### src/rtl/ibpl_cfg_cardlet.sv
// ibpl_cfg_cardlet: per-channel direction/polarity/debounce cardlet between DIOB pins and blackbox bus
module ibpl_cfg_cardlet #(
  parameter int N_CH = 6,
  parameter int IW = 8,
  parameter logic [N_CH-1:0] DIR_MASK = 6'h20,
  parameter logic [N_CH-1:0] INV_MASK = 6'h1F,
  parameter int DEB_CYCLES = 4,
  parameter int LED_STRETCH = 50000
) (
  input  logic            clk,
  input  logic            nReset,
  input  logic [N_CH-1:0] diob_in,
  output logic [N_CH-1:0] diob_out,
  output logic [N_CH-1:0] diob_dir,
  output logic [IW-1:0]   internal_in,
  input  logic [IW-1:0]   internal_out,
  input  logic [IW-1:0]   input_enable,
  input  logic [IW-1:0]   output_enable,
  input  logic [IW-1:0]   input_act,
  input  logic [IW-1:0]   output_act,
  input  logic            err_clr,
  output logic [IW-1:0]   diob_led1,
  output logic [IW-1:0]   diob_led2,
  output logic            plugin_error
);
  localparam int CW = DEB_CYCLES > 0 ? $clog2(DEB_CYCLES + 1) : 1;
  localparam int LW = $clog2(LED_STRETCH + 1);
  logic [N_CH-1:0] s1, s2, in_val, act, led_on, oe, ie, io;
  logic cfg_err, unused_bits;
  assign oe = output_enable[N_CH-1:0];
  assign ie = input_enable[N_CH-1:0];
  assign io = internal_out[N_CH-1:0];
  assign unused_bits = ^{internal_out, input_enable, output_enable, input_act, output_act};
  assign diob_dir = DIR_MASK;
  always_ff @(posedge clk or negedge nReset)
    if (!nReset) begin
      s1 <= '0;
      s2 <= '0;
    end else begin
      s1 <= diob_in ^ INV_MASK;
      s2 <= s1;
    end
  if (DEB_CYCLES == 0) begin : g_nodeb
    assign in_val = s2;
  end else begin : g_deb
    for (genvar i = 0; i < N_CH; i++) begin : g_ch
      logic f;
      logic [CW-1:0] cnt;
      // any return to the filtered level restarts the qualification window
      always_ff @(posedge clk or negedge nReset)
        if (!nReset) begin
          f <= 1'b0;
          cnt <= '0;
        end else if (s2[i] == f) cnt <= '0;
        else if (cnt == CW'(DEB_CYCLES - 1)) begin
          f <= s2[i];
          cnt <= '0;
        end else cnt <= cnt + 1'b1;
      assign in_val[i] = f;
    end
  end
  assign internal_in = IW'(in_val & ~DIR_MASK);
  always_ff @(posedge clk or negedge nReset)
    if (!nReset) diob_out <= '0;
    else diob_out <= DIR_MASK & ((oe & (io ^ INV_MASK)) | (~oe & INV_MASK));
  assign act = (DIR_MASK & output_act[N_CH-1:0]) | (~DIR_MASK & input_act[N_CH-1:0]);
  for (genvar i = 0; i < N_CH; i++) begin : g_led
    logic [LW-1:0] lc;
    always_ff @(posedge clk or negedge nReset)
      if (!nReset) lc <= '0;
      else if (act[i]) lc <= LW'(LED_STRETCH);
      else if (lc != '0) lc <= lc - 1'b1;
    assign led_on[i] = lc != '0;
  end
  assign diob_led1 = IW'(led_on);
  assign diob_led2 = IW'((DIR_MASK & oe) | (~DIR_MASK & ie));
  assign cfg_err = |((oe & ~ie & ~DIR_MASK) | (ie & ~oe & DIR_MASK));
  always_ff @(posedge clk or negedge nReset)
    if (!nReset) plugin_error <= 1'b0;
    else plugin_error <= cfg_err | (plugin_error & ~err_clr);
endmodule

### config.mk
export PLATFORM = sky130hd
export DESIGN_NAME = ibpl_cfg_cardlet
export DESIGN_NICKNAME = d
export VERILOG_FILES = /design/src/rtl/ibpl_cfg_cardlet.sv
export SDC_FILE = /design/constraint.sdc
export NUM_CORES = 1
export LEC_CHECK = 0
export BUFFER_PORTS_ARGS = -buffer_cell sky130_fd_sc_hd__buf_2
export CORE_ASPECT_RATIO = 0.7
export CORE_UTILIZATION = 52
export CTS_CLUSTER_SIZE = 20
export DETAILED_ROUTE_END_ITERATION = 16
export GPL_TIMING_DRIVEN = 0
export PLACE_DENSITY = 0.76
export SYNTH_ARGS = -nofsm -noshare
export SYNTH_HDL_FRONTEND = slang
export SYNTH_SLANG_ARGS = --single-unit
### constraint.sdc
create_clock -name clk -period 1.9 [get_ports clk]
set_input_delay 0.095 -clock clk [delete_from_list [all_inputs] [get_ports clk]]
set_output_delay 0.095 -clock clk [all_outputs]
set_load 0.03 [all_outputs]
==> impl_metrics.py <==
metrics = {
    "status": {
        "outcome": "finished, violations left",
        "violations": "negative setup slack",
    },
    "synth": {
        "synth_area_leader_cell": "dfrtp_1",
        "synth_cell_types": 54,
        "yosys_warnings": 0,
        "synth_edf_count": 0,
        "ys_async_sr_fraction_pct": 100,
        "syn-instance-count": 658,
        "synth-seq-cells": 128,
        "seq_area_frac_synth_pct": 49.3,
        "syn_area_um2": 6490,
        "synth_top_flop_cell": "dfrtp_1",
        "yosys-top-cells-area": "dfrtp_1 (49%), nor2_1 (5.0%), xnor2_1 (5.0%)",
        "synth.avg_cell_area_um2": 9.87,
        "synth_top_area_share_pct": 49.3,
    },
    "clocking": {
        "clock_latency_ns": 0.41,
        "cts.sink_count": 128,
        "clk_pin_slew_ns": 0.06,
        "cts_max_level": 4,
        "root_buffer": "clkbuf_16",
        "numCtsBuffers": 17,
        "cts_tree": "built",
        "clock_tree.buffer_depth": 2,
    },
    "die": {
        "row_count": 33,
        "io_pins": 86,
        "dieArea_um2": 12900,
        "fp.dieW_um": 136,
        "die_h_um": 95.5,
        "core-area_um2": 11900,
        "start_util_pct": 54.4,
    },
    "flow_run": {
        "max_cap_violations": 0,
    },
    "grt": {
        "grtUsageMet2_pct": 39.1,
        "overflow": 0,
        "busiest_layer": "met2",
        "grt_pass1_wl_um": 23100,
        "use_met1_pct": 27.7,
        "grt.total_usage_pct": 22.6,
        "grt_pass1_vias": 5139,
        "grtUsageMet3_pct": 5.48,
        "antenna_found_initial": 0,
        "grt_max_degree": 69,
    },
    "sta": {
        "slew_violations": 0,
        "setup_violations": 26,
        "fmax_mhz": 457,
        "fin_worst_skew_ns": 0.00808,
        "rsz0062_at_grt": "yes",
        "fin_crit_ns": 2.19,
        "tightest_slew_ns": 0.630,
        "final.setup.worst_slack_ns": -0.286,
        "maxSlewHeadroom_pct": 58.0,
        "finalSetupTns_ns": -2.97,
        "period_share_pct": 115,
        "final_hold_viol_count": 0,
    },
    "drt": {
        "vias_per_cell": 5.53,
        "routed_wl_um": 15400,
        "ant_nets": 0,
        "firstDrtPassIters": 5,
        "first_iter_violations": 383,
        "vias": 5434,
        "drc": 0,
        "detail_route.wl_per_cell_um": 15.7,
    },
    "final_layout": {
        "diodes": 0,
        "drive_above_1_share_pct": 33.9,
        "mostFrequentLayoutCells": "dfrtp_1 (121), buf_4 (90), nor2_1 (81)",
        "fin_area_um2": 8870,
        "final_util_pct": 74.3,
        "synthToLayoutAreaGrowth_pct": 36.6,
        "final_nets": 875,
        "final_common_cell": "dfrtp_1",
    },
    "worst_setup_path": {
        "reg2reg_to": "g_led[1].lc[2]$_DFFE_PN0P_",
        "critPathMaxStageDelay_ns": 0.57,
        "r2r_cells": 5,
        "cp_max_fo": 4,
        "reg2reg_from": "g_led[1].lc[8]$_DFFE_PN0P_",
        "crit_path_end_kind": "output pin",
        "worst_ep_arrival_time_ns": 2.09,
        "crit_chain": "or4_4 -> or2_1 -> or3_1 -> buf_6",
        "worst-setup-path-type": "flip-flop to output pin",
        "startpoint_type": "flip-flop",
        "cp.required_ns": 1.80,
        "reg2reg_slack_ns": -0.18,
        "slowest_stage": "or4_4",
    },
    "placement": {
        "place_ws_ns": -0.266,
        "routabilityCongestion": 0.814,
        "placed_area_um2": 7030,
        "post-dp-hpwl_um": 8270,
        "port_buffers": 42,
    },
    "power": {
        "ir_worst_vdd_mv": 0.674,
        "p_per_area_nw_per_um2": 898,
        "p_total_uw": 7960,
        "p_leak_uw": 0.00377,
    },
    "worst_hold_path": {
        "hp-class": "input pin to flip-flop",
        "whs_path_depth": 2,
        "whs_endpoint": "g_led[2].lc[8]$_DFFE_PN0P_",
        "hold_path_startpoint": "input_act[2]",
    },
}
-- how the worst max path moves through the flow --
| stage | from | endpoint | cells after the start | slack, ns |
|---|---|---|---|---|
| after floorplan | g_led[2].lc[8]$_DFFE_PN0P_ | g_led[2].lc[4]$_DFFE_PN0P_ | 5 | -0.01 |
| after global placement | nReset | g_led[4].lc[13]$_DFFE_PN0P_ | 1 | -0.91 |
| after detailed placement | g_led[0].lc[0]$_DFFE_PN0P_ | g_led[0].lc[5]$_DFFE_PN0P_ | 7 | -0.27 |
| after CTS | g_led[1].lc[9]$_DFFE_PN0P_ | diob_led1[1] | 4 | -0.31 |
| after global routing | g_led[1].lc[8]$_DFFE_PN0P_ | diob_led1[1] | 4 | -0.35 |
| final | g_led[1].lc[8]$_DFFE_PN0P_ | diob_led1[1] | 4 | -0.29 |
-- metal layers --
metal	part of all wire [%]	wire [µm]
met5	0	0
met2	52	8020
met4	1.4	216
met1	42	6420
met3	5.0	766
-- stage by stage --
stage / instances / hold slack, ns
6_report: 982 / 0.0817
5_1_grt: 982 / 0.107
4_1_cts: 943 / 0.0717
3_5_place_dp: 874 / 0.136
3_3_place_gp: 873 / 0.239
2_1_floorplan: 674 / -0.201
-- layout make-up --
type	instances	area, µm²
sequential	128	3210
fill	740	3070
tap	157	196
timing repair buffer	126	975
buffer	41	284
clock inverter	6	82.6
clock buffer	23	488
multi-input combinational	473	3520
inverter	28	105
-- kinds of logic (layout without fill, tap and decap cells) --
| group | after synthesis | in the layout | share of synthesized area [%] |
|---|---|---|---|
| flops | 128 | 128 | 49.3 |
| fa+ha+maj | 11 | 11 | 2.12 |
| buf+inv | 73 | 224 | 6.03 |
| compound gates | 80 | 80 | 7.80 |
| simple gates | 297 | 297 | 25.2 |
| xor+xnor | 57 | 57 | 7.69 |
| other cells | 2 | 18 | 0.116 |
| mux | 10 | 10 | 1.66 |
-- critical path, delay by kind of cell (launching register included) --
family        cells  cell delay, ns
simple gates      3            1.14
flops             1            0.39
buf+inv           1            0.15
-- Yosys cell counts (all sizes together), types with 11 or more instances --
cell type / instances
nand2b: 21
a211oi: 11
xnor2: 37
nor2: 87
nor2b: 21
nand3: 16
nor4: 20
o21ai: 12
dfrtp: 128
nand2: 38
buf: 31
xor2: 20
or3: 11
a21oi: 32
clkbuf: 14
nor3: 34
ha: 11
or4: 12
inv: 28
-- registers in the layout, summed over array words and instances, names as in the netlist --
signal / flops
s1: 5
diob_out: 1
g_led.lc: 96
g_deb.g_ch.cnt: 15
plugin_error: 1
s2: 5
g_deb.g_ch.f: 5
-- power by group --
part	switching (µW)	leakage, µW	internal [µW]
clock	1110	0.000281	2040
combinational	790	0.00197	746
sequential	278	0.00152	3000
total	2180	0.00377	5790
-- what timing repair did --
action / 4_1_cts / 5_1_grt
setup buffers: 29 / 45
gates resized for setup: 71 / 78
setup endpoints to repair: 73 / 68
pin swaps: 17 / 35
endpoints found under the hold margin: 86 / 0
hold buffers: 14 / 0
Note: power is estimated with default switching activity, not from simulation.
